==> config.mk <==
export PLATFORM = sky130hd
export DESIGN_NAME = inst_queue
export DESIGN_NICKNAME = d
export VERILOG_FILES = /design/src/rtl/inst_queue.sv
export SDC_FILE = /design/constraint.sdc
export NUM_CORES = 1
export LEC_CHECK = 0
export ABC_AREA = 1
export BUFFER_PORTS_ARGS = -buffer_cell sky130_fd_sc_hd__buf_2
export CORE_ASPECT_RATIO = 1.25
export CORE_MARGIN = 2
export CORE_UTILIZATION = 53
export CTS_BUF_LIST = sky130_fd_sc_hd__clkbuf_4 sky130_fd_sc_hd__clkbuf_8
export CTS_CLUSTER_SIZE = 28
export DETAILED_ROUTE_END_ITERATION = 8
export GPL_TIMING_DRIVEN = 0
export PLACE_DENSITY_LB_ADDON = 0.12
export SYNTH_ARGS = -nofsm -noshare
export SYNTH_HDL_FRONTEND = slang
export SYNTH_SLANG_ARGS = --single-unit
==> constraint.sdc <==
create_clock -name clk_i -period 10.9 [get_ports clk_i]
set_input_delay 1.09 -clock clk_i [delete_from_list [all_inputs] [get_ports clk_i]]
set_output_delay 1.09 -clock clk_i [all_outputs]
set_load 0.1 [all_outputs]
==> src/rtl/inst_queue.sv <==
// Instruction prefetch queue between fetch and control.
// A circular buffer of DEPTH entries. Each entry holds an instruction word and its
// fetch address. The oldest entry is presented at the head. A registered count is the
// only thing that tells full apart from empty. Handshake outputs decode that registered
// count only, so no input has a combinational path to any output.
module inst_queue #(
  parameter int INST_WIDTH = 32,
  parameter int AD_LEN     = 32,
  parameter int DEPTH      = 4
) (
  input  logic                         clk_i,
  input  logic                         reset_i,
  input  logic                         flush_i,
  input  logic [INST_WIDTH-1:0]        inst_i,
  input  logic [AD_LEN-1:0]            pc_i,
  input  logic                         inst_valid_i,
  output logic                         inst_accept_o,
  output logic [INST_WIDTH-1:0]        inst_o,
  output logic [AD_LEN-1:0]            pc_o,
  output logic                         inst_ready_o,
  input  logic                         inst_consume_i,
  output logic [$clog2(DEPTH+1)-1:0]   count_o
);

  localparam int PW = $clog2(DEPTH);
  localparam int CW = $clog2(DEPTH + 1);

  logic [INST_WIDTH-1:0] inst_mem [DEPTH];
  logic [AD_LEN-1:0]     pc_mem   [DEPTH];
  logic [PW-1:0]         wr_ptr;
  logic [PW-1:0]         rd_ptr;
  logic [CW-1:0]         count;
  logic                  push;
  logic                  pop;

  // Status decodes the registered count only.
  assign inst_accept_o = (count != CW'(DEPTH));
  assign inst_ready_o  = (count != '0);
  assign count_o       = count;

  // A push cannot happen while full, even with a pop in the same cycle.
  // A consume request while empty has no effect.
  assign push = inst_valid_i & inst_accept_o;
  assign pop  = inst_consume_i & inst_ready_o;

  assign inst_o = inst_mem[rd_ptr];
  assign pc_o   = pc_mem[rd_ptr];

  // Pointer and occupancy control: reset and flush restart the ring at index 0.
  always_ff @(posedge clk_i) begin
    if (reset_i || flush_i) begin
      wr_ptr <= '0;
      rd_ptr <= '0;
      count  <= '0;
    end else begin
      if (push) wr_ptr <= wr_ptr + 1'b1;
      if (pop)  rd_ptr <= rd_ptr + 1'b1;
      case ({push, pop})
        2'b10:   count <= count + 1'b1;
        2'b01:   count <= count - 1'b1;
        default: count <= count;
      endcase
    end
  end

  // Entry storage: cleared on reset so the head reads zero afterwards, written on an accepted push.
  always_ff @(posedge clk_i) begin
    if (reset_i) begin
      for (int i = 0; i < DEPTH; i++) begin
        inst_mem[i] <= '0;
        pc_mem[i]   <= '0;
      end
    end else if (push && !flush_i) begin
      inst_mem[wr_ptr] <= inst_i;
      pc_mem[wr_ptr]   <= pc_i;
    end
  end

endmodule

==> impl_metrics.toml <==
[place]
io_buffers = 137
dpl-instance-area_mm2 = 0.01275
hpwl_um = 18850
place_congestion = 0.7926

[final_layout]
fin_area_mm2 = 0.01363
area_delta_synth_final_pct = 18.83
drive_gt1_frac = 0.2019
ff_latch_area_mm2 = 0.007868
num_antenna_cells = 0
final_nets = 1312
fillers = 1806
final_util = 0.6368
multi_input_area_mm2 = 0.002932

[global_routing]
antenna_found_initial = 0
grt_pass1_vias = 8712
overflow = 0
grt_pass1_wl_um = 45710
grt_max_degree = 50
grt_use_total = 0.2625

[cts]
clk_path_buf_depth = 3
htreeDepth = 2
clock-sinks = 265
clk_latency_ns = 0.55
post-cts-setup-buffer-count = 0
clkTransAtPathRegs_ns = 0.07
cts_root_buffer = "clkbuf_8"
cts_tree = "done"
cts_resized = 0
cts-buffers-inserted = 42
hold_buffers = 0

[yosys]
ys_ff_latch = 265
syn_area_mm2 = 0.01147
synth.avg_cell_area_um2 = 10.90
synthArstFlopShare = 0
synth_cell_types = 22
netlist_top_cells_count = "nor2_1 (262), edfxtp_1 (256), o21ai_0 (132), nor3_1 (123), inv_1 (79)"
ys.flop_type = "edfxtp_1"
yosysTopAreaCell = "edfxtp_1"
synth_top_cell_area_share = 0.6704
synth-edff-count = 256
synth_nets = 1123
synth_cells = 1052
seq_area_frac_synth = 0.6862
synth_most_common_cell = "nor2_1"
yosys_warnings = 0
synthTopCellsByArea = "edfxtp_1 (67%), nor2_1 (8.6%), o21ai_0 (5.8%), nor3_1 (5.4%), o22ai_1 (3.5%)"

[setup_path]
rr_startpoint = "count_o[0]$_SDFFE_PP0P_"
crit_top_cell = "clkbuf_1"
cpMaxStageDelayCell = "clkbuf_1"
startpoint_type = "register"
critPathMaxFanout = 10
path_buf_inv = 3
critPathArrivalTime_ns = 2.79
end_kind = "output port"
cpPeakStageDelay_ns = 0.57
path_class = "register to output port"
path_cells = "clkbuf_1, clkbuf_1, o21ai_0, o22ai_1, buf_2"
cpLargestDelayFamily = "buffers and inverters"
critPathRequiredTime_ns = 9.81

[sta]
clock_skew_ns = 0.02265
period_share = 0.3559
hold_ws_ns = 0.4944
min_period_ns = 3.879
slew_violations = 0
max_freq_mhz = 257.8
tns_ns = 0
timing.slew.headroom = 0.5071
tightest_slew_ns = 0.7366
setup_viol = 0
hold_viol = 0
rsz0062_at_grt = "no"

[routing]
drt_iter0_drc = 654
drc = 0
via_per_inst = 5.595
ant_nets = 0
routed_wl_um = 29860
dr_total_vias = 8684
wl_per_cell_um = 19.24
firstDrtPassIters = 5

[floorplanning]
ios = 138
dieHeight_um = 168.4
initial_core_util = 0.5359
coreArea_mm2 = 0.02140
fp.dieW_um = 135.6
fp.dieArea_mm2 = 0.02283
rows = 60

[pwr]
leakage_uw = 0.005438
p_per_area_mw_per_mm2 = 177.5
power.total_uw = 2418
vdd_drop_max_v = 0.0001066

[run]
max-cap-violations = 0

[min_path]
hp-class = "register to register"
min_from = "wr_ptr[1]$_SDFFE_PP0P_"

[outcome]
status = "completed"
==> area by class of cell <==
class                      count  share of cell area
multi-input combinational    622              0.2152
inverter                      81             0.02250
clock buffer                  58             0.05354
buffer                        84             0.02883
timing repair buffer         145             0.06593
tap                          279             0.02562
sequential                   265              0.5774
clock inverter                18             0.01102
==> report_power, final <==
part,internal [uW],switching (uW),total (uW)
clock,503,386,889
combinational,60.4,284,345
sequential,1170,13.5,1180
==> worst reg2reg max path: cells and delay by family, from the launching register on <==
| kind | cells | cell delay (ns) |
|---|---|---|
| flip-flops | 1 | 0.34 |
| AND/OR/NAND/NOR | 4 | 0.61 |
| buffers and inverters | 4 | 1.28 |
==> sequential cells by signal (all words and copies together) (netlist names), named ones only <==
| name | cells |
|---|---|
| count_o | 3 |
| inst_mem | 128 |
| pc_mem | 128 |
| rd_ptr | 2 |
| wr_ptr | 2 |
==> through the flow <==
step	std cells	worst slack, ns
global route	1552	6.850
global placement	1468	0.5146
finish	1552	7.021
floorplan	1052	3.749
CTS	1552	7.020
detailed placement	1476	7.608
==> cells in the final DEF, fill, tap and decap left out <==
cell type  count
nor3_2         5
o22ai_1       64
a21oi_1        6
nand2_2        1
bufinv_16      3
buf_4          3
o21ai_0      130
nor3_1       123
nand4_1        2
buf_2        166
nor2_1       262
edfxtp_1     256
nand3_1        7
dfxtp_1        9
inv_2          1
clkbuf_4      11
inv_4          1
buf_12         1
fa_1           1
inv_1         78
clkinv_2       3
ha_1           1
clkbuf_1      48
buf_16         7
nand2_1       16
clkbuf_8      47
clkinv_1      13
nor2_4         1
o21ai_4        2
nand2_4        1
buf_6          4
==> path summary, 6_finish.rpt <==
path,to,slack [ns],cells past startpoint
min reg2reg,wr_ptr[1]$_SDFFE_PP0P_,0.49,2
min,wr_ptr[1]$_SDFFE_PP0P_,0.49,2
max,pc_o[0],7.02,5
max reg2reg,inst_mem[3][9]$_DFFE_PP_,8.32,8
==> layer usage <==
metal / global-route usage / share of wire / routed length (um) / up-vias
met5: 0 / 0 / 0 / -
met4: 0.1123 / 0.034 / 1019 / 0
met3: 0.04065 / 0.066 / 1971 / 87
met2: 0.4572 / 0.51 / 15320 / 354
met1: 0.3239 / 0.39 / 11550 / 4157
li1: - / - / - / 4086
==> kinds of logic (layout without fill, tap and decap cells) <==
| kind of cell | after synthesis | in the layout | share of synthesized area |
|---|---|---|---|
| compound gates | 202 | 202 | 0.09515 |
| fa+ha+maj | 2 | 2 | 0.002837 |
| buf+inv | 165 | 386 | 0.06078 |
| flops | 265 | 265 | 0.6862 |
| simple gates | 418 | 418 | 0.1551 |
Power figures use the tool's default switching activity.
